### src/rtl/sd_spi_pkg.sv
// Shared types and constants for the SD/SPI command sequencer: FSM and
// exchange-phase encodings, error codes and peripheral byte-select codes.
package sd_spi_pkg;

  typedef enum logic [2:0] {
    ST_IDLE,
    ST_CMD,
    ST_RESP,
    ST_EXT,
    ST_TOKEN,
    ST_DATA,
    ST_CRC,
    ST_FIN
  } seq_state_e;

  typedef enum logic [2:0] {
    PH_IDLE,
    PH_WR,
    PH_WA,
    PH_RD,
    PH_RA
  } xchg_phase_e;

  localparam logic [1:0] ERR_OK    = 2'd0;
  localparam logic [1:0] ERR_R1_TO = 2'd1;
  localparam logic [1:0] ERR_R1    = 2'd2;
  localparam logic [1:0] ERR_TOKEN = 2'd3;

  localparam logic [7:0] START_TOKEN = 8'hFE;
  localparam logic [7:0] IDLE_BYTE   = 8'hFF;

  localparam logic [3:0] BSEL_XCHG = 4'b0001;
  localparam logic [3:0] BSEL_READ = 4'b1111;

endpackage

### src/rtl/sd_crc7.sv
// Byte-serial CRC7 (x^7 + x^3 + 1, MSB first); one whole byte folded in per
// enabled cycle, clear takes priority over enable.
module sd_crc7 (
  input  logic       clk,
  input  logic       rst,
  input  logic       clr,
  input  logic       en,
  input  logic [7:0] data_in,
  output logic [6:0] crc
);

  logic [6:0] crc_q, crc_d;

  function automatic logic [6:0] crc7_byte(input logic [6:0] c, input logic [7:0] d);
    logic [6:0] r;
    logic       fb;
    r = c;
    for (int i = 7; i >= 0; i--) begin
      fb = r[6] ^ d[i];
      r  = {r[5:0], 1'b0};
      if (fb) r = r ^ 7'h09;
    end
    return r;
  endfunction

  always_comb begin
    crc_d = crc_q;
    if (clr)     crc_d = 7'd0;
    else if (en) crc_d = crc7_byte(crc_q, data_in);
  end

  always_ff @(posedge clk) begin
    if (rst) crc_q <= 7'd0;
    else     crc_q <= crc_d;
  end

  assign crc = crc_q;

endmodule

### src/rtl/sd_spi_seq.sv
// SD command sequencer: drives the SPI byte-exchange peripheral through pad,
// command frame, R1 poll, optional extended response and optional data block.
module sd_spi_seq
  import sd_spi_pkg::*;
#(
  parameter logic [31:0] BASE_ADDR     = 32'h0000_0008,
  parameter int          BLOCK_LEN     = 512,
  parameter int          RESP_TIMEOUT  = 16,
  parameter int          TOKEN_TIMEOUT = 4096
) (
  input  logic        clk,
  input  logic        rst,
  input  logic        start,
  input  logic [5:0]  cmd_idx,
  input  logic [31:0] cmd_arg,
  input  logic        resp_ext,
  input  logic        rd_blk,
  output logic        busy,
  output logic        done,
  output logic [1:0]  err,
  output logic [7:0]  r1,
  output logic [31:0] r_ext,
  output logic        out_valid,
  input  logic        out_ready,
  output logic [7:0]  out_byte,
  output logic        spi_cs,
  output logic [31:0] spi_addr,
  output logic [31:0] spi_wr_val,
  output logic [3:0]  spi_bytesel,
  input  logic        spi_ack,
  input  logic [31:0] spi_data
);

  localparam logic [15:0] RESP_LAST = 16'(RESP_TIMEOUT - 1);
  localparam logic [15:0] TOK_LAST  = 16'(TOKEN_TIMEOUT - 1);
  localparam logic [15:0] BLK_LAST  = 16'(BLOCK_LEN - 1);

  seq_state_e  state_q, state_d;
  xchg_phase_e ph_q, ph_d;
  logic [15:0] cnt_q, cnt_d;
  logic        cs_q, cs_d, busy_q, busy_d, done_q, done_d, ov_q, ov_d;
  logic [31:0] addr_q, addr_d, wr_q, wr_d, rext_q, rext_d;
  logic [3:0]  bsel_q, bsel_d;
  logic [1:0]  err_q, err_d;
  logic [7:0]  r1_q, r1_d, ob_q, ob_d;

  logic [5:0]  idx_q;
  logic [31:0] arg_q;
  logic        ext_q, blk_q;

  logic        launch, cmd_launch, xdone, crc_clr, crc_en;
  logic [2:0]  cmd_k;
  logic [7:0]  tx, rx;
  logic [6:0]  crc_val;
  logic        unused_hi;

  assign unused_hi = ^spi_data[31:8];

  function automatic logic [7:0] cmd_byte(input logic [2:0] k, input logic [5:0] idx,
                                          input logic [31:0] arg, input logic [6:0] c);
    case (k)
      3'd1:    return {2'b01, idx};
      3'd2:    return arg[31:24];
      3'd3:    return arg[23:16];
      3'd4:    return arg[15:8];
      3'd5:    return arg[7:0];
      3'd6:    return {c, 1'b1};
      default: return IDLE_BYTE;
    endcase
  endfunction

  sd_crc7 u_crc (
    .clk     (clk),
    .rst     (rst),
    .clr     (crc_clr),
    .en      (crc_en),
    .data_in (tx),
    .crc     (crc_val)
  );

  always_comb begin
    state_d    = state_q;
    ph_d       = ph_q;
    cnt_d      = cnt_q;
    cs_d       = 1'b0;
    addr_d     = addr_q;
    wr_d       = wr_q;
    bsel_d     = bsel_q;
    err_d      = err_q;
    r1_d       = r1_q;
    rext_d     = rext_q;
    ov_d       = ov_q;
    ob_d       = ob_q;
    launch     = 1'b0;
    cmd_launch = 1'b0;
    cmd_k      = 3'd0;
    crc_clr    = 1'b0;
    rx         = spi_data[7:0];
    xdone      = (ph_q == PH_RA) && spi_ack;

    // Exchange engine: WR strobe, wait ack, RD strobe, wait ack.
    case (ph_q)
      PH_WR: ph_d = PH_WA;
      PH_WA: if (spi_ack) begin
        ph_d   = PH_RD;
        cs_d   = 1'b1;
        bsel_d = BSEL_READ;
      end
      PH_RD: ph_d = PH_RA;
      PH_RA: if (spi_ack) ph_d = PH_IDLE;
      default: ;
    endcase

    case (state_q)
      ST_IDLE: if (start) begin
        state_d = ST_CMD;
        cnt_d   = 16'd0;
        err_d   = ERR_OK;
        r1_d    = 8'hFF;
        rext_d  = 32'd0;
        crc_clr = 1'b1;
      end
      ST_CMD: begin
        if (ph_q == PH_IDLE) begin
          launch = 1'b1;
        end else if (xdone) begin
          launch = 1'b1;
          if (cnt_q == 16'd6) begin
            state_d = ST_RESP;
            cnt_d   = 16'd0;
          end else begin
            cnt_d      = cnt_q + 16'd1;
            cmd_launch = 1'b1;
            cmd_k      = cnt_q[2:0] + 3'd1;
          end
        end
      end
      ST_RESP: if (xdone) begin
        if (!rx[7]) begin
          r1_d  = rx;
          cnt_d = 16'd0;
          if (rx[6:1] != 6'd0) begin
            err_d   = ERR_R1;
            state_d = ST_FIN;
          end else if (ext_q) begin
            state_d = ST_EXT;
            launch  = 1'b1;
          end else if (blk_q) begin
            state_d = ST_TOKEN;
            launch  = 1'b1;
          end else begin
            state_d = ST_FIN;
          end
        end else if (cnt_q == RESP_LAST) begin
          err_d   = ERR_R1_TO;
          state_d = ST_FIN;
        end else begin
          cnt_d  = cnt_q + 16'd1;
          launch = 1'b1;
        end
      end
      ST_EXT: if (xdone) begin
        rext_d = {rext_q[23:0], rx};
        if (cnt_q == 16'd3) begin
          cnt_d = 16'd0;
          if (blk_q) begin
            state_d = ST_TOKEN;
            launch  = 1'b1;
          end else begin
            state_d = ST_FIN;
          end
        end else begin
          cnt_d  = cnt_q + 16'd1;
          launch = 1'b1;
        end
      end
      ST_TOKEN: if (xdone) begin
        if (rx == START_TOKEN) begin
          state_d = ST_DATA;
          cnt_d   = 16'd0;
          launch  = 1'b1;
        end else if (rx != IDLE_BYTE || cnt_q == TOK_LAST) begin
          err_d   = ERR_TOKEN;
          state_d = ST_FIN;
        end else begin
          cnt_d  = cnt_q + 16'd1;
          launch = 1'b1;
        end
      end
      ST_DATA: begin
        // The next exchange is held off until the sink has taken this byte.
        if (xdone) begin
          ov_d = 1'b1;
          ob_d = rx;
        end else if (ov_q && out_ready) begin
          ov_d   = 1'b0;
          launch = 1'b1;
          if (cnt_q == BLK_LAST) begin
            state_d = ST_CRC;
            cnt_d   = 16'd0;
          end else begin
            cnt_d = cnt_q + 16'd1;
          end
        end
      end
      ST_CRC: if (xdone) begin
        if (cnt_q == 16'd1) begin
          state_d = ST_FIN;
        end else begin
          cnt_d  = cnt_q + 16'd1;
          launch = 1'b1;
        end
      end
      ST_FIN: state_d = ST_IDLE;
      default: state_d = ST_IDLE;
    endcase

    tx     = cmd_byte(cmd_k, idx_q, arg_q, crc_val);
    crc_en = cmd_launch && (cmd_k != 3'd6);

    if (launch) begin
      ph_d   = PH_WR;
      cs_d   = 1'b1;
      bsel_d = BSEL_XCHG;
      addr_d = BASE_ADDR;
      wr_d   = {24'd0, tx};
    end

    busy_d = (state_d != ST_IDLE) && (state_d != ST_FIN);
    done_d = (state_d == ST_FIN);
  end

  always_ff @(posedge clk) begin
    if (rst) begin
      state_q <= ST_IDLE;
      ph_q    <= PH_IDLE;
      cnt_q   <= 16'd0;
      cs_q    <= 1'b0;
      addr_q  <= 32'd0;
      wr_q    <= 32'd0;
      bsel_q  <= 4'd0;
      busy_q  <= 1'b0;
      done_q  <= 1'b0;
      err_q   <= ERR_OK;
      r1_q    <= 8'hFF;
      rext_q  <= 32'd0;
      ov_q    <= 1'b0;
      ob_q    <= 8'd0;
    end else begin
      state_q <= state_d;
      ph_q    <= ph_d;
      cnt_q   <= cnt_d;
      cs_q    <= cs_d;
      addr_q  <= addr_d;
      wr_q    <= wr_d;
      bsel_q  <= bsel_d;
      busy_q  <= busy_d;
      done_q  <= done_d;
      err_q   <= err_d;
      r1_q    <= r1_d;
      rext_q  <= rext_d;
      ov_q    <= ov_d;
      ob_q    <= ob_d;
    end
  end

  always_ff @(posedge clk) begin
    if (state_q == ST_IDLE && start) begin
      idx_q <= cmd_idx;
      arg_q <= cmd_arg;
      ext_q <= resp_ext;
      blk_q <= rd_blk;
    end
  end

  assign busy        = busy_q;
  assign done        = done_q;
  assign err         = err_q;
  assign r1          = r1_q;
  assign r_ext       = rext_q;
  assign out_valid   = ov_q;
  assign out_byte    = ob_q;
  assign spi_cs      = cs_q;
  assign spi_addr    = addr_q;
  assign spi_wr_val  = wr_q;
  assign spi_bytesel = bsel_q;

endmodule

### config.mk
export PLATFORM = sky130hd
export DESIGN_NAME = sd_spi_seq
export DESIGN_NICKNAME = d
export VERILOG_FILES = /design/src/rtl/sd_spi_pkg.sv /design/src/rtl/sd_crc7.sv /design/src/rtl/sd_spi_seq.sv
export SDC_FILE = /design/constraint.sdc
export NUM_CORES = 1
export LEC_CHECK = 0
export ABC_AREA = 1
export ABC_CLOCK_PERIOD_IN_PS = 9800
export CAP_MARGIN = 5
export CORE_AREA = 10 10 128 130
export DETAILED_ROUTE_END_ITERATION = 12
export DIE_AREA = 0 0 138 140
export PLACE_DENSITY_LB_ADDON = 0.05
export SYNTH_ARGS = -nofsm -noshare
export SYNTH_HDL_FRONTEND = slang
export SYNTH_SLANG_ARGS = --single-unit
### constraint.sdc
create_clock -name clk -period 9.8 [get_ports clk]
set_input_delay 2.94 -clock clk [delete_from_list [all_inputs] [get_ports clk]]
set_output_delay 2.94 -clock clk [all_outputs]
set_load 0.05 [all_outputs]
==> results.tsv, run 1 <==
metric	value	unit
layout cells sized above 1	0.0835	
GRT Total Usage	0.181	
# IOs	199	
Chip Width	138	um
leakage power	3.33	nW
r2r startpoint	cnt_q[0]	
CTS resizes	0	
Initial DRT Pass Iterations	5	
HP Start	r1[7]	
die height	140	um
worst slew pin tran	1.17	ns
crit path from	spi_ack	
syn_area_per_cell	7.70	um^2
Worst R2R End	u_crc.crc[0]	
CTS Sinks	134	
Initial Utilization	0.492	
sum of net half-perimeters after detailed placement	13.2	mm
Layout area overhead	25.4	%
Worst Skew	0.00689	ns
Final ANT Viol Nets	0	
Fillers	1267	
Post-CTS Setup Inserts	0	
status	complete, no violations	
Required @ worst endpoint	10.12	ns
# diodes	0	
synth unique cells	44	
Placed Area	7880	um^2
unrepaired setup endpoints after global routing	no	
Placer Congestion	0.901	
CP Launch Type	input port	
Routed WL	17.9	mm
final hold vios	0	
Post-CTS Hold Fix Bufs	0	
Num CTS Buffers	17	
Placed Instances	1154	
critical setup path kind	in -> reg	
latest clock arrival within the worst-skew pair	0.42	ns
# DRC	0	
Synth async-reset ratio	0	
FF+latch area	3080	um^2
fin cells	1186	
Mapped Cells	879	
Final Setup Violations	0	
hold_ws	0.450	ns
vias in the first global route	5716	
f_max	187	MHz
Hold Crit Class	reg -> reg	
Worst Setup Slack post-DPL	4.07	ns
Worst-path clk slew	0.06	ns
Slew headroom	0.218	
initial antenna violation count	0	
global route hottest layer	met2	
Final Max Slew Viols	0	
pin count of the biggest net entering global routing	43	
fin area	8490	um^2
power per cell area	202	nW/um^2
Row Count	43	
Worst EP arrival	5.67	ns
met2 track utilization from global routing	0.285	
Final Util	0.616	
EDFF count, synth	40	
Final min period	5.35	ns
worst vdd ir	0.130	mV
first-pass GRT wire length	29.0	mm
WL/cell	15.1	um
worst r2r path cells	18	
CTS tree	yes	
Tot Pwr	1.71	mW
Clock Tree Root	clkbuf_16	
multi-input gate area in the final layout	3020	um^2
max-cap violations	0	
Post-synth top flop	dfxtp_1	
cell area after synthesis	6770	um^2
Max clock buf depth	2	
final worst path period share	0.546	
crit-path max FO	14	
vias per inst	4.96	
met3 GRT Util	0.0693	
M1 GR Usage	0.228	
Worst setup EP type	flip-flop	
nets@finish	1073	
via count	5883	
#FFs+latches synth	134	
Die ar.	19300	um^2
FF-to-FF setup slack	6.67	ns
Core Region	13800	um^2
Initial DRC Count	479	
Worst Slack Setup Final	4.45	ns
number of port buffers	119	
CTS HTree Levels	4	
synth warn	0	
sequential fraction of the synthesis area	0.455	
post-route setup TNS	0	ns
hold path endpoint	r1[7]	
WHS Path Cells	2	
grt total ovfl	0	
critical path, cell delays in order:
cell	delay [ns]
clkdlybuf4s50_1	0.63
nand3_4	0.19
nor2_4	0.24
nand3_2	0.10
nor2_2	0.54
nand2_1	0.14
nor2_1	0.12
nor2_1	0.12
nand2_1	0.12
nand2_2	0.08
nand2_2	0.08
nand2_1	0.08
nand3_1	0.11
nand3_1	0.08
nand2_1	0.07
inv_1	0.03
worst max-delay path by stage:
stage                   end  cells past startpoint
6_report       u_crc.crc[0]                     16
5_1_grt        u_crc.crc[0]                     16
4_1_cts        u_crc.crc[0]                     16
3_5_place_dp   u_crc.crc[0]                     16
3_3_place_gp   u_crc.crc[5]                     10
2_1_floorplan  u_crc.crc[4]                      9
layer usage:
layer | share of wire | up-vias
li1 | - | 3032
met1 | 0.44 | 2646
met2 | 0.47 | 195
met3 | 0.081 | 10
met4 | 0.0086 | 0
met5 | 0 | -
cell type report:
cell class,instances,area share
Tap cell,180,0.0265
Inverter,87,0.0388
Sequential cell,134,0.363
Clock inverter,14,0.0215
Timing Repair Buffer,123,0.144
Clock buffer,18,0.0505
Multi-Input combinational cell,630,0.356
registers in the layout, summed over array words and instances (netlist names):
signal and flops:
arg_q 32, blk_q 1, busy 1, cnt_q 16
done 1, err 2, ext_q 1, idx_q 6
out_byte 8, out_valid 1, ph_q 3, r1 8
r_ext 32, spi_addr 1, spi_bytesel 2, spi_cs 1
spi_wr_val 8, state_q 3, u_crc.crc 7
cell usage after synthesis, types with 4 or more instances:
library cell / count / share of area
nand2_1: 190 / 0.11
nand3_1: 104 / 0.077
dfxtp_1: 94 / 0.28
inv_1: 79 / 0.044
a21oi_1: 74 / 0.055
nor2_1: 68 / 0.038
buf_4: 58 / 0.064
o21ai_0: 41 / 0.030
edfxtp_1: 40 / 0.18
nor3_1: 20 / 0.015
clkbuf_1: 17 / 0.0094
nor2_2: 14 / 0.013
nand2_2: 9 / 0.0083
nand4_1: 8 / 0.0074
inv_2: 6 / 0.0033
nand3_2: 4 / 0.0059
nor4_1: 4 / 0.0037
or2_2: 4 / 0.0037
cells by family (layout without fill, tap and decap cells):
kind of cell    Yosys count  count (layout)  share of synthesized area
compound gates          129             129                      0.102
xor+xnor                  4               4                    0.00795
fa+ha+maj                 3               3                    0.00554
buf+inv                 169             242                      0.130
flops                   134             134                      0.455
other cells               1              55                   0.000554
simple gates            439             439                      0.298
cell usage in the layout (no fill, tap or decap), types with 6 or more instances in the layout:
master and count:
a21oi_1 74, clkbuf_16 17, clkdlybuf4s50_1 119, conb_1 55
dfxtp_1 94, edfxtp_1 40, inv_1 79, inv_2 6
nand2_1 190, nand2_2 9, nand3_1 104, nand4_1 8
nor2_1 66, nor2_2 15, nor3_1 20, o21ai_0 41
report_power, final:
part	total (mW)	internal, mW	leakage (nW)	switching [mW]
Clock	0.660	0.423	0.293	0.237
Sequential	0.674	0.644	1.15	0.0299
Combinational	0.381	0.0983	1.89	0.283
Power figures use the tool's default switching activity.
==> inputs of run 2 (changes only) <==
Settings changed: ABC_CLOCK_PERIOD_IN_PS 9800 to 5400, CORE_AREA 10 10 128 130 to 10 10 130 132, DIE_AREA 0 0 138 140 to 0 0 140 142.
Clock period 9.8 ns to 5.4 ns, I/O delays scaled along.
==> run 2 against run 1 <==
Compared with the run above: sequential cell count is the same; critical path depth unchanged; combinational power up 83%; cell count rose by 0.42%; first-iteration DRC count shrank 22%; critical endpoint is now u_crc.crc[3]; final area fell by 0.22%; clock power is 70% higher; total power increased by 77%; highest routed layer unchanged; sequential share of layout area increased by 0.080 points; sequential power grew 81%; clock skew increased by 0.011 ns; count of clock-buffer cells in the layout grew 3.
==> results.tsv, run 2 (synthesis gave the netlist of run 1 again) <==
metric	value	unit
clock share of power	0.370	
GRT Total Usage	0.177	
Final min period	3.96	ns
critical setup path kind	in -> reg	
Row Count	44	
crit-path max FO	14	
worst vdd ir	0.372	mV
WHS Path Cells	2	
first-pass GRT wire length	28.7	mm
met3 GRT Util	0.0671	
NetSw	1.01	mW
commonest non-fill, non-tap cell in the layout	nand2_1	
Clock Tree Root	clkbuf_16	
post-route setup TNS	0	ns
Layout area overhead	25.1	%
Chip Width	140	um
Post-CTS Setup Inserts	0	
# diodes	0	
vias per inst	4.94	
sum of net half-perimeters after detailed placement	13.3	mm
latest clock arrival within the worst-skew pair	0.43	ns
Placed Instances	1159	
pin count of the biggest net entering global routing	42	
power per cell area	359	nW/um^2
final worst path period share	0.734	
Slew headroom	0.382	
# DRC	0	
max-cap violations	0	
Worst EP arrival	4.30	ns
Max clock buf depth	2	
Comb pwr share	0.229	
# IOs	199	
met2 track utilization from global routing	0.270	
CP Launch Type	input port	
worst r2r path cells	18	
CTS tree	yes	
Hold Crit Class	reg -> reg	
vias in the first global route	5637	
via count	5885	
leakage power	3.33	nW
final hold vios	0	
global route hottest layer	met2	
CTS Sinks	134	
HP Start	err[1]	
layout cells sized above 1	0.0864	
Num CTS Buffers	17	
crit path from	spi_ack	
grt total ovfl	0	
Worst setup EP type	flip-flop	
Initial DRC Count	376	
Initial Utilization	0.473	
r2r startpoint	cnt_q[0]	
Placer Congestion	0.916	
CTS HTree Levels	4	
Final ANT Viol Nets	0	
initial antenna violation count	0	
die height	142	um
f_max	252	MHz
Die ar.	19900	um^2
FF-to-FF setup slack	2.30	ns
Seq pwr share	0.401	
Worst-path clk slew	0.06	ns
status	complete, no violations	
WL/cell	15.0	um
Required @ worst endpoint	5.74	ns
Worst Skew	0.0180	ns
Initial DRT Pass Iterations	6	
Final Max Slew Viols	0	
number of port buffers	119	
fin cells	1191	
commonest cells after routing, fill and taps aside	nand2_1 (190), clkdlybuf4s50_1 (119), nand3_1 (104)	
Core Region	14300	um^2
unrepaired setup endpoints after global routing	no	
Final Setup Violations	0	
Post-CTS Hold Fix Bufs	0	
Internal	2.03	mW
nets@finish	1074	
switch share	0.331	
M1 GR Usage	0.227	
CTS resizes	0	
worst slew pin tran	0.926	ns
Routed WL	17.8	mm
run 2: changes by cell type in the layout (fill, tap and decap cells not counted):
cell       previous run  this run
buf_4                 4         5
clkinv_2              2         4
bufinv_16             4         1
clkbuf_1              1         2
clkinv_4              2         3
inv_6                 1         0
clkbuf_16            17        19
clkinv_1              4         1
inv_4                 1         2
run 2: final cells by class:
cell class                 count  area (um^2)
clock inverter                11         97.6
inverter                      87          329
timing repair buffer         124         1230
clock buffer                  21          483
tap                          184          230
sequential                   134         3080
fill                        1381         5840
multi-input combinational    630         3020
run 2: metrics by stage:
step | instance area [um^2] | util | worst slack [ns] | hold slack [ns] | total power [mW]
floorplan | 6970 | - | 1.16 | 0.472 | 1.75
global placement | 7890 | 0.551 | 1.01 | 0.437 | 1.94
detailed placement | 7890 | 0.551 | 0.988 | 0.438 | 1.94
CTS | 8470 | 0.592 | 1.44 | 0.447 | 3.07
global route | 8470 | 0.592 | 1.16 | 0.471 | 3.18
finish | 8470 | 0.592 | 1.44 | 0.446 | 3.04
run 2: worst max-delay path, cell delays in order:
cell	delay (ns)
clkdlybuf4s50_1	0.61
nand3_4	0.20
nor2_4	0.24
nand3_2	0.10
nor2_2	0.52
nand2_1	0.15
nor2_1	0.12
nor2_1	0.12
nand2_1	0.10
nand2_2	0.08
nand2_2	0.08
nand2_1	0.07
nand3_1	0.10
nand3_1	0.07
nand2_1	0.06
inv_1	0.04
run 2: metal layers:
layer  wire, um  share of wire
met2       8080           0.45
met3       1310          0.073
met5          0              0
met1       8230           0.46
met4        227          0.013
run 2: final timing paths:
path,end
setup / recovery,u_crc.crc[3]
setup reg to reg,u_crc.crc[3]
hold reg to reg,err[1]
hold / removal,err[1]
run 2: power groups by stage:
stage	clock network (mW)	registers, mW	logic (mW)
3_3_place_gp	0	1.24	0.699
2_1_floorplan	0	1.36	0.396
6_report	1.12	1.22	0.696
3_5_place_dp	0	1.24	0.698
5_1_grt	1.19	1.23	0.756
4_1_cts	1.15	1.22	0.701
==> inputs of run 3 (changes only) <==
Settings changed: ABC_CLOCK_PERIOD_IN_PS 5400 to 3600, CORE_AREA 10 10 130 132 to 10 10 137 139, DIE_AREA 0 0 140 142 to 0 0 147 149.
Clock period 5.4 ns to 3.6 ns, I/O delays scaled along.
==> run 3 against run 2 <==
Compared with the run above: sequential share of layout area down 1.0 points; global-route usage down 0.37 points; core utilization down 5.2 points; worst hold slack better by 0.0061 ns; via count up 1.6%; total power up 51%; sequential cell count unchanged; combinational power up 58%; sequential power up 50%; routed wire length up 5.9%.
==> results.tsv, run 3 (synthesis gave the netlist of run 1 again) <==
metric	value	unit
Post-CTS Hold Fix Bufs	0	
leakage power	3.45	nW
grt total ovfl	0	
# IOs	199	
Tot Pwr	4.59	mW
Final Max Slew Viols	0	
Placed Area	8160	um^2
pin count of the biggest net entering global routing	42	
final worst path period share	0.854	
latest clock arrival within the worst-skew pair	0.42	ns
met3 GRT Util	0.0765	
commonest cells after routing, fill and taps aside	nand2_1 (190), clkdlybuf4s50_1 (119), nand3_1 (104)	
Worst-path clk slew	0.05	ns
met2 track utilization from global routing	0.255	
die height	149	um
hold path endpoint	err[1]	
Top delay family on crit path	simple AND/OR/NAND/NOR gates	
Worst Skew	0.0108	ns
Core Region	16200	um^2
Final Setup Violations	0	
FF-to-FF setup slack	0.72	ns
worst vdd ir	0.330	mV
Worst Setup Slack post-DPL	0.143	ns
Worst R2R End	u_crc.crc[0]	
Num CTS Buffers	17	
Worst Slack Setup Final	0.525	ns
CP Launch Type	input port	
Initial Utilization	0.419	
Hold Crit Class	reg -> reg	
# DRC	0	
r2r startpoint	cnt_q[0]	
GRT Total Usage	0.173	
crit-path max FO	10	
Max clock buf depth	2	
worst slew pin tran	0.581	ns
CP Buf/Inv Count	3	
unrepaired setup endpoints after global routing	no	
Worst setup EP type	flip-flop	
Routed WL	18.9	mm
Layout area overhead	28.8	%
CTS Sinks	134	
# diodes	0	
nets@finish	1099	
Required @ worst endpoint	3.94	ns
Post-CTS Setup Inserts	0	
Worst path slowest cell	clkdlybuf4s50_1	
post-route setup TNS	0	ns
Chip Width	147	um
sum of net half-perimeters after detailed placement	14.2	mm
CTS tree	yes	
CTS HTree Levels	4	
Initial DRT Pass Iterations	4	
Clock Tree Root	clkbuf_16	
vias per inst	4.78	
cell chain of the critical path	clkdlybuf4s50_1 -> inv_1 -> nor4_1 -> nand4_1 -> nand3_1 -> nand2_2 -> inv_2 -> nand2_1 -> or2_1 -> a21oi_1	
power per cell area	526	nW/um^2
final hold vios	0	
WHS Path Cells	2	
number of port buffers	119	
status	complete, no violations	
fin area	8720	um^2
first-pass GRT wire length	30.8	mm
Initial DRC Count	350	
HP Start	err[1]	
CTS resizes	0	
Placer Congestion	0.920	
Die ar.	21900	um^2
initial antenna violation count	0	
max-cap violations	0	
Final min period	3.08	ns
Final ANT Viol Nets	0	
via count	5981	
global route hottest layer	met2	
WL/cell	15.1	um
crit-path max cell delay	0.53	ns
Row Count	47	
f_max	325	MHz
worst r2r path cells	18	
layout cells sized above 1	0.109	
Slew headroom	0.611	
vias in the first global route	5927	
M1 GR Usage	0.224	
critical setup path kind	in -> reg	
Worst EP arrival	3.42	ns
commonest non-fill, non-tap cell in the layout	nand2_1	
[run 3: cell types whose count changed in the layout (fill, tap and decap cells not counted)]
cell / before / now
clkbuf_16: 19 / 17
buf_12: 0 / 3
clkbuf_8: 0 / 2
clkinv_2: 4 / 3
buf_4: 5 / 27
inv_6: 0 / 1
[run 3: how the worst max path moves through the flow]
stage                     start           end  slack, ns  cells after the start
floorplan               spi_ack  u_crc.crc[4]       0.58                      9
detailed placement      spi_ack     cnt_q[11]       0.14                     13
global route        spi_data[1]      cnt_q[8]       0.28                     10
finish              spi_data[1]     cnt_q[11]       0.52                     10
CTS                     spi_ack     cnt_q[11]       0.56                     13
global placement        spi_ack     cnt_q[11]       0.15                     13
[run 3: power breakdown]
part	leakage (nW)	switching (mW)	total, mW	internal (mW)
clock	0.274	0.670	1.66	0.988
combinational	2.03	0.787	1.10	0.309
sequential	1.15	0.0822	1.83	1.75
total	3.45	1.54	4.59	3.05
[run 3: worst min-delay path, stage by stage (launching register included)]
cell and delay [ns]:
dfxtp_1 0.31, inv_1 0.05, a21oi_1 0.05
[run 3: cell type report]
cell class	count	area, um^2
clock buffer	21	460
clock inverter	11	101
fill	1575	7450
inverter	87	329
multi-input combinational	630	3020
sequential	134	3080
tap	220	275
timing repair buffer	149	1450
[run 3: per-layer routing]
metal | up-vias | share of wire
met4 | 0 | 0.014
li1 | 3071 | -
met1 | 2725 | 0.46
met5 | - | 0
met2 | 169 | 0.43
met3 | 16 | 0.099
[run 3: per-stage QoR]
stage	util	std cells	hold WS, ns
floorplan	-	933	0.472
global placement	0.505	1220	0.432
detailed placement	0.505	1220	0.440
CTS	0.539	1252	0.455
global route	0.539	1252	0.480
finish	0.539	1252	0.452
